**src/rtl/router_pkg.sv**
```systemverilog
// rtl/router_pkg.sv - shared router flit, port-status and output-unit state types
package router_pkg;

    localparam int NUM_OF_FLITS = 8;
    localparam int FLIT_DATA_W  = 16;

    typedef enum logic [1:0] {
        HEAD_FLIT = 2'd0,
        BODY_FLIT = 2'd1,
        TAIL_FLIT = 2'd2
    } FLIT_TYPE_t;

    // valid sits in the MSB so a zero word is always an empty slot
    typedef struct packed {
        logic                   valid;
        FLIT_TYPE_t             flit_type;
        logic [FLIT_DATA_W-1:0] data;
    } FLIT_t;

    localparam int FLIT_SIZE = $bits(FLIT_t);

    typedef enum logic {
        PORT_FREE     = 1'b0,
        PORT_OCCUPIED = 1'b1
    } PORT_STATUS_t;

    typedef enum logic [1:0] {
        IDLE    = 2'd0,
        COLLECT = 2'd1,
        REQ     = 2'd2,
        SEND    = 2'd3
    } OUT_STATE_t;

    function automatic FLIT_t invalid_flit();
        invalid_flit = '0;
    endfunction

endpackage

```
**src/rtl/sfifo.sv**
```systemverilog
// rtl/sfifo.sv - synchronous single-clock FIFO with show-ahead read data
module sfifo #(
    parameter int WIDTH  = 8,
    parameter int ADDR_W = 3
) (
    input  logic             clk,
    input  logic             rst_n,
    input  logic             wr_en_i,
    input  logic [WIDTH-1:0] wr_data_i,
    input  logic             rd_en_i,
    output logic [WIDTH-1:0] rd_data_o,
    output logic             full_o,
    output logic             empty_o
);

    localparam int DEPTH = 1 << ADDR_W;

    logic [WIDTH-1:0]  mem_q [DEPTH];
    logic [ADDR_W-1:0] wr_ptr_q, wr_ptr_d;
    logic [ADDR_W-1:0] rd_ptr_q, rd_ptr_d;
    logic [ADDR_W:0]   count_q, count_d;
    logic              do_wr, do_rd;

    assign do_wr = wr_en_i && !full_o;
    assign do_rd = rd_en_i && !empty_o;

    always_comb begin
        wr_ptr_d = wr_ptr_q;
        rd_ptr_d = rd_ptr_q;
        count_d  = count_q;
        if (do_wr) wr_ptr_d = wr_ptr_q + 1'b1;
        if (do_rd) rd_ptr_d = rd_ptr_q + 1'b1;
        case ({do_wr, do_rd})
            2'b10:   count_d = count_q + 1'b1;
            2'b01:   count_d = count_q - 1'b1;
            default: count_d = count_q;
        endcase
    end

    always_ff @(posedge clk or negedge rst_n) begin
        if (!rst_n) begin
            wr_ptr_q <= '0;
            rd_ptr_q <= '0;
            count_q  <= '0;
        end else begin
            wr_ptr_q <= wr_ptr_d;
            rd_ptr_q <= rd_ptr_d;
            count_q  <= count_d;
        end
    end

    always_ff @(posedge clk) begin
        if (do_wr) mem_q[wr_ptr_q] <= wr_data_i;
    end

    assign rd_data_o = mem_q[rd_ptr_q];
    assign full_o    = count_q[ADDR_W];
    assign empty_o   = (count_q == '0);

endmodule

```
**src/rtl/output_unit.sv**
```systemverilog
// rtl/output_unit.sv - router output unit: collect packet, request downstream, stream it out (OUTPUT_UNIT_TIMEOUT_EN adds ack-timeout retry)
module output_unit
    import router_pkg::*;
#(
    parameter int DEPTH       = NUM_OF_FLITS,
    parameter int out_id      = 0,
    parameter int ACK_TIMEOUT = 16
) (
    input  logic         clk,
    input  logic         reset,
    input  FLIT_t        i_flit,
    output logic         o_ready,
    output FLIT_t        o_flit,
    output logic         o_downstream_req,
    input  logic         i_transmit_ack,
    output PORT_STATUS_t o_port_status,
    output logic         o_retry
);

    localparam int AW = $clog2(DEPTH);

    OUT_STATE_t           state_q, state_d;
    FLIT_t                o_flit_q, o_flit_d;
    logic                 req_q, req_d;
    logic                 fifo_full, fifo_empty, fifo_rd;
    logic [FLIT_SIZE-1:0] fifo_rd_data;
    FLIT_t                head_flit;
    logic                 accept, ack_seen, timeout;

    assign o_ready   = ((state_q == IDLE) || (state_q == COLLECT)) && !fifo_full;
    assign accept    = i_flit.valid && o_ready;
    assign head_flit = FLIT_t'(fifo_rd_data);
    // a grant only counts while the request is actually visible downstream
    assign ack_seen  = (state_q == REQ) && req_q && i_transmit_ack;

    sfifo #(
        .WIDTH  (FLIT_SIZE),
        .ADDR_W (AW)
    ) u_buf (
        .clk       (clk),
        .rst_n     (~reset),
        .wr_en_i   (accept),
        .wr_data_i (i_flit),
        .rd_en_i   (fifo_rd),
        .rd_data_o (fifo_rd_data),
        .full_o    (fifo_full),
        .empty_o   (fifo_empty)
    );

`ifdef OUTPUT_UNIT_TIMEOUT_EN
    logic [7:0] wait_cnt_q, wait_cnt_d;
    logic       retry_q;

    assign timeout = (state_q == REQ) && req_q && !i_transmit_ack
                     && ((wait_cnt_q + 8'd1) == 8'(ACK_TIMEOUT));

    always_comb begin
        wait_cnt_d = wait_cnt_q;
        if ((state_q != REQ) || timeout || i_transmit_ack) wait_cnt_d = '0;
        else if (req_q)                                   wait_cnt_d = wait_cnt_q + 8'd1;
    end

    always_ff @(posedge clk or posedge reset) begin
        if (reset) begin
            wait_cnt_q <= '0;
            retry_q    <= 1'b0;
        end else begin
            wait_cnt_q <= wait_cnt_d;
            retry_q    <= timeout;
        end
    end

    assign o_retry = retry_q;
`else
    assign timeout = 1'b0;
    assign o_retry = 1'b0;
`endif

    always_comb begin
        state_d  = state_q;
        o_flit_d = invalid_flit();
        fifo_rd  = 1'b0;
        case (state_q)
            IDLE: begin
                if (accept) state_d = (i_flit.flit_type == TAIL_FLIT) ? REQ : COLLECT;
            end
            COLLECT: begin
                if (accept && (i_flit.flit_type == TAIL_FLIT)) state_d = REQ;
            end
            REQ: begin
                if (ack_seen) begin
                    state_d        = SEND;
                    fifo_rd        = 1'b1;
                    o_flit_d       = head_flit;
                    o_flit_d.valid = 1'b1;
                end
            end
            SEND: begin
                // the buffer only ever holds one packet, so empty means the tail is out
                if (!fifo_empty) begin
                    fifo_rd        = 1'b1;
                    o_flit_d       = head_flit;
                    o_flit_d.valid = 1'b1;
                end else begin
                    state_d = IDLE;
                end
            end
            default: state_d = IDLE;
        endcase
        req_d = (state_d == REQ) && !timeout;
    end

    always_ff @(posedge clk or posedge reset) begin
        if (reset) begin
            state_q  <= IDLE;
            o_flit_q <= invalid_flit();
            req_q    <= 1'b0;
        end else begin
            state_q  <= state_d;
            o_flit_q <= o_flit_d;
            req_q    <= req_d;
        end
    end

    assign o_flit           = o_flit_q;
    assign o_downstream_req = req_q;
    assign o_port_status    = (state_q == IDLE) ? PORT_FREE : PORT_OCCUPIED;

`ifndef SYNTHESIS
    always_ff @(posedge clk) begin
        if (!reset && (state_q == COLLECT) && fifo_full && i_flit.valid)
            $error("output_unit %0d: packet exceeds DEPTH=%0d", out_id, DEPTH);
    end
`endif

endmodule

```
**config.mk**
```make
export PLATFORM = sky130hd
export DESIGN_NAME = output_unit
export DESIGN_NICKNAME = d
export VERILOG_FILES = /design/src/rtl/router_pkg.sv /design/src/rtl/sfifo.sv /design/src/rtl/output_unit.sv
export SDC_FILE = /design/constraint.sdc
export NUM_CORES = 1
export LEC_CHECK = 0
export CORE_AREA = 2 2 127 129
export CTS_CLUSTER_SIZE = 10
export DETAILED_ROUTE_END_ITERATION = 16
export DIE_AREA = 0 0 129 131
export GPL_ROUTABILITY_DRIVEN = 0
export PLACE_DENSITY = 0.73
export REMOVE_ABC_BUFFERS = 1
export SLEW_MARGIN = 20
export SYNTH_ARGS = -nofsm -noshare
export SYNTH_HDL_FRONTEND = slang
export SYNTH_SLANG_ARGS = --single-unit
```
**constraint.sdc**
```tcl
create_clock -name clk -period 3.7 [get_ports clk]
set_clock_uncertainty 0.1 [all_clocks]
set_input_delay 0.37 -clock clk [delete_from_list [all_inputs] [get_ports clk]]
set_output_delay 0.37 -clock clk [all_outputs]
set_load 0.005 [all_outputs]
```
==> results of run 1 <==
cells in the final DEF (no fill, tap or decap), types with 7 or more instances in the layout:
cell type        instances
buf_4                   22
clkbuf_1                 7
clkbuf_16               17
clkdlybuf4s50_1         43
dfrtp_1                 31
edfxtp_1               144
mux2i_1                 20
mux4_2                  30
nor2_1                  28
worst max-delay path, stage by stage, from the launching register on:
cell and delay (ns):
dfrtp_1 0.49, nor3b_2 0.47, inv_1 0.09, ha_1 0.30, ha_1 0.41, a21oi_1 0.11
a2111oi_0 0.52, a211o_1 0.18
path summary, 6_finish.rpt:
| kind | end | slack, ns | from |
|---|---|---|---|
| setup / recovery | u_buf.count_q[3]$_DFFE_PP0P_ | 0.97 | u_buf.count_q[3]$_DFFE_PP0P_ |
| max in group asynchronous | o_flit[14]$_DFF_PP0_ | 2.59 | reset |
| hold / removal | o_flit[12]$_DFF_PP0_ | 0.26 | reset |
| min in group clk | u_buf.wr_ptr_q[0]$_DFFE_PP0P_ | 0.42 | u_buf.wr_ptr_q[0]$_DFFE_PP0P_ |
| hold reg to reg | u_buf.wr_ptr_q[0]$_DFFE_PP0P_ | 0.42 | u_buf.wr_ptr_q[0]$_DFFE_PP0P_ |
| setup reg to reg | u_buf.count_q[3]$_DFFE_PP0P_ | 0.97 | u_buf.count_q[3]$_DFFE_PP0P_ |
layer usage:
layer | up-vias | wire length [µm] | GRT usage, %
met5 | - | 0 | 0
met3 | 10 | 715 | 4.28
met1 | 1672 | 5290 | 20.5
li1 | 1460 | - | -
met4 | 0 | 177 | 6.20
met2 | 114 | 6430 | 27.5
power by group:
| group | internal [mW] | total, mW | switching [mW] |
|---|---|---|---|
| clock | 1.01 | 1.68 | 0.676 |
| sequential | 2.43 | 2.64 | 0.210 |
| combinational | 0.898 | 1.68 | 0.781 |
flip-flops by register name, summed over array words and instances (netlist names):
signal,cells
o_flit,19
u_buf.count_q,4
u_buf.wr_ptr_q,3
u_buf.rd_ptr_q,3
u_buf.mem_q,144
state_q,2
o_downstream_req,1
kinds of logic (layout without fill, tap and decap cells):
logic type,after synthesis,count (layout),share of synthesized area (%)
AND/OR/NAND/NOR,52,52,3.94
other,1,1,0.0549
XOR/XNOR,6,6,0.769
adder cells (fa/ha/maj),6,6,1.21
flip-flops,176,176,75.0
buffers and inverters,23,104,2.27
multiplexers,58,58,15.5
AO/OA/AOI/OAI,13,13,1.26
metrics by stage:
stage / setup WS [ns] / cells / cell area, µm² / utilization [%] / hold WS (ns)
final: 0.968 / 632 / 8130 / 52.1 / 0.255
after global placement: 0.821 / 600 / 7580 / 48.6 / 0.396
after detailed placement: 0.664 / 600 / 7580 / 48.6 / 0.410
after CTS: 0.986 / 632 / 8130 / 52.1 / 0.419
after floorplan: 0.946 / 319 / 6700 / - / 0.369
after global routing: 0.815 / 632 / 8130 / 52.1 / 0.319
area by class of cell:
| cell class | instances | area (µm²) | share of cell area (%) |
|---|---|---|---|
| clock inverter | 7 | 86.3 | 1.06 |
| sequential | 176 | 5130 | 63.1 |
| inverter | 7 | 26.3 | 0.323 |
| tap | 216 | 270 | 3.32 |
| multi-input combinational | 136 | 1560 | 19.2 |
| timing repair buffer | 65 | 596 | 7.33 |
| clock buffer | 25 | 465 | 5.72 |
==> reports/qor.yml, run 1 <==
floorplan:
  die_y_um: 131
  boundaryPins: 45
  rows: 46
  dieWidth_um: 129
  die_area_um2: 16900
  start_util_pct: 43.8
  core_um2: 15600
critical_path:
  worstSetupPathType: "register to register"
  arrival_ns: 2.99
  r2r_cells: 7
  crit_required_ns: 3.96
  worstSetupEndpointType: "register"
  cp_max_fo: 9
  cp-start-kind: "register"
pwr:
  finalPower_mw: 6.00
  vdd_ir_drop_max_mv: 0.371
  leakage_nw: 2.86
  p_per_area_nw_per_um2: 739
cts:
  ctsResizeCount: 0
  holdBufCountCts: 0
  postCtsSetupBuffers: 0
  clock-sinks: 176
  cts_root_buf: "clkbuf_16"
  cts_tree: "yes"
  cts_max_path_buffers: 2
  numCtsBuffers: 17
  htree_levels: 4
  clkTransAtPathRegs_ns: 0.06
  clock_latency_ns: 0.42
sta:
  maxSlewViolCount: 0
  rsz0062_at_grt: "no"
  max_freq_mhz: 366
  fin_crit_sh_pct: 73.8
  hold_viol_final: 0
  finalSetupViolations: 0
  period_minus_slack_ns: 2.73
  slew_headroom_pct: 36.7
  tightest_slew_ns: 0.944
  setup-tns-final_ns: 0
routing:
  via_per_inst: 5.15
  wl_per_cell_um: 20.0
  firstDrtPassIters: 4
  drc: 0
  finalWirelength_um: 12600
  detail-route-antenna-nets: 0
  route.vias.total: 3256
  drt_iter0_markers: 293
final_layout:
  antenna_cells: 0
  fill_cells: 1178
  drive_gt1_share_pct: 20.4
  syn2layout_area_growth_pct: 19.0
  fin_nets: 431
global_routing:
  gr-total-overflow: 0
  antenna_found_initial: 0
  grt_pass1_vias: 3467
  gr-usage-all-layers_pct: 16.3
  grt_max_degree: 25
  grt_pass1_wl_um: 19500
logic_synthesis:
  synth_warnings: 0
  yosysTopAreaCell: "edfxtp_1"
  synth_top_area_share_pct: 63.3
  synth_commonest_cells: "144 x edfxtp_1, 32 x dfrtp_1, 30 x mux4_2"
  synth_area_leaders: "edfxtp_1 63%, dfrtp_1 12%, mux4_2 9.9%"
  ys_seq_area_share_pct: 75.0
  synth_edf_count: 144
  netlist_area_um2: 6830
  synth.most_common_cell: "edfxtp_1"
  ys_async_sr_fraction_pct: 18.2
  avgSynthCellArea_um2: 20.4
  synth_cell_type_count: 41
  ys_seq_elements: 176
  netlist_instances: 335
  synth_flop_cell: "edfxtp_1"
flow_run:
  drv_cap: 0
placed_design:
  hpwl_um: 7680
  io_buffers: 43
run_status:
  status: "complete, no violations"
hold_path:
  min_path_type: "primary input to async pin"
No activity file was read; power rests on OpenSTA's default activity.
==> inputs of run 2 (changes only) <==
PLACE_DENSITY = 0.76   (was 0.73)
clock period = 2.45 ns   (was 3.7 ns; I/O delays follow)
==> run 2 against run 1 <==
Net effect: total power increased by 63%; die area unchanged; final area grew 3.2%; wire length grew 3.6%; via count is 2.9% higher; core utilization is 1.7 points higher; setup slack got worse by 0.86 ns; critical path depth is 1 higher; sequential cell count unchanged; global-route usage grew 0.46 points; maximum frequency increased by 17%.
==> reports/qor.yml, run 2 (synthesis gave the netlist of run 1 again) <==
run_status:
  status: "complete, no violations"
routing:
  via_per_inst: 5.20
  wl_per_cell_um: 20.3
  drt_iter0_markers: 199
  drc: 0
  firstDrtPassIters: 4
  detail-route-antenna-nets: 0
  route.vias.total: 3351
  finalWirelength_um: 13100
floorplan:
  start_util_pct: 43.8
  boundaryPins: 45
  die_y_um: 131
  rows: 46
  dieWidth_um: 129
  die_area_um2: 16900
  core_um2: 15600
global_routing:
  grt_pass1_wl_um: 20200
  gr-total-overflow: 0
  gr-usage-all-layers_pct: 16.8
  grt_pass1_vias: 3517
  grt_max_degree: 39
  antenna_found_initial: 0
critical_path:
  r2r-end: "u_buf.count_q[3]$_DFFE_PP0P_"
  r2r_setup_slack_ns: 0.11
  arrival_ns: 2.59
  worstSetupPathType: "register to register"
  cp_max_fo: 8
  r2r_cells: 8
  worstSetupEndpointType: "register"
  crit_required_ns: 2.70
  cp-start-kind: "register"
  crit_path_end: "u_buf.count_q[3]$_DFFE_PP0P_"
  crit_path_start: "u_buf.count_q[2]$_DFFE_PP0P_"
  r2r-start: "u_buf.count_q[2]$_DFFE_PP0P_"
placed_design:
  io_buffers: 43
  place_ws_ns: -0.263
  hpwl_um: 7710
  dp_cells: 609
  placed_area_um2: 7650
pwr:
  p_clk_share_pct: 30.4
  p_seq_share_pct: 40.0
  p_per_area_nw_per_um2: 1170
  power.internal_mw: 7.13
  p_comb_share_pct: 29.6
  switchingPower_mw: 2.67
  p_sw_share_pct: 27.3
  leakage_nw: 2.97
  finalPower_mw: 9.80
  vdd_ir_drop_max_mv: 0.657
final_layout:
  fin_area_um2: 8390
  antenna_cells: 0
  largest_register_ffs: 144
  drive_gt1_share_pct: 25.7
  utilization_pct: 53.8
  final_cells: 644
  final_common_cell: "edfxtp_1"
  syn2layout_area_growth_pct: 22.8
  fill_cells: 1203
  final_cell_mix: "144 x edfxtp_1, 43 x clkdlybuf4s50_1, 34 x buf_4"
  top_register: "u_buf.mem_q"
  fin_nets: 443
sta:
  slew_headroom_pct: 64.8
  max_freq_mhz: 428
  hold_viol_final: 0
  period_minus_slack_ns: 2.34
  rsz0062_at_grt: "no"
  tightest_slew_ns: 0.528
  finalSetupViolations: 0
  fin_crit_sh_pct: 95.5
  layout_setup_ws_ns: 0.111
  maxSlewViolCount: 0
cts:
  holdBufCountCts: 0
  htree_levels: 4
  numCtsBuffers: 17
  clock-sinks: 176
  clkTransAtPathRegs_ns: 0.06
  cts_max_path_buffers: 2
  cts_root_buf: "clkbuf_16"
  clock_latency_ns: 0.42
  cts_tree: "yes"
flow_run:
  drv_cap: 0
hold_path:
  min_path_type: "primary input to async pin"
[run 2: area by class of cell]
cell class / count / area, µm² / share of cell area (%)
sequential: 176 / 5130 / 61.1
tap: 216 / 270 / 3.22
timing repair buffer: 77 / 686 / 8.17
inverter: 7 / 26.3 / 0.313
clock inverter: 12 / 213 / 2.54
multi-input combinational: 136 / 1620 / 19.3
clock buffer: 20 / 447 / 5.32
[run 2: per-stage QoR]
step	hold slack, ns	TNS [ns]
2_1_floorplan	0.244	-13.59
4_1_cts	0.153	0
6_report	0.156	0
3_3_place_gp	0.413	0
5_1_grt	0.182	0
3_5_place_dp	0.448	-0.263
[run 2: routing by layer]
metal	track usage [%]	part of all wire [%]	up-vias
met5	0	0	-
met4	5.37	0.94	0
met3	4.28	5.0	13
met2	28.4	51	100
met1	21.4	43	1753
li1	-	-	1485
[run 2: how the worst min path moves through the flow]
stage | start | endpoint | slack, ns | depth (start not counted)
after global routing | reset | o_flit[2]$_DFF_PP0_ | 0.18 | 3
after floorplan | i_flit[0] | u_buf.mem_q[0][0]$_DFFE_PP_ | 0.24 | 0
after global placement | u_buf.wr_ptr_q[0]$_DFFE_PP0P_ | u_buf.wr_ptr_q[0]$_DFFE_PP0P_ | 0.41 | 1
final | reset | o_flit[2]$_DFF_PP0_ | 0.16 | 3
after detailed placement | u_buf.wr_ptr_q[0]$_DFFE_PP0P_ | u_buf.wr_ptr_q[0]$_DFFE_PP0P_ | 0.45 | 1
after CTS | reset | o_flit[4]$_DFF_PP0_ | 0.15 | 3
[run 2: power by group through the flow]
stage | Combinational, mW | Sequential (mW) | Clock [mW]
6_report | 2.91 | 3.91 | 2.98
5_1_grt | 3.16 | 3.95 | 3.16
4_1_cts | 2.85 | 3.91 | 3.04
3_5_place_dp | 2.79 | 3.95 | 0
3_3_place_gp | 2.69 | 3.92 | 0
2_1_floorplan | 1.46 | 4.18 | 0
[run 2: repair_timing]
item	4_1_cts	5_1_grt
pin swaps	0	4
setup endpoints to repair	1	1
resized for setup	4	8
buffers inserted	0	3
[run 2: worst max-delay path, cell delays in order (launching register included)]
cell and delay [ns]:
dfrtp_2 0.45, nor4_4 0.30, nor3b_2 0.10, ha_2 0.21, buf_4 0.17, ha_4 0.27, nand3_2 0.11, a2111oi_4 0.41
a211o_1 0.16
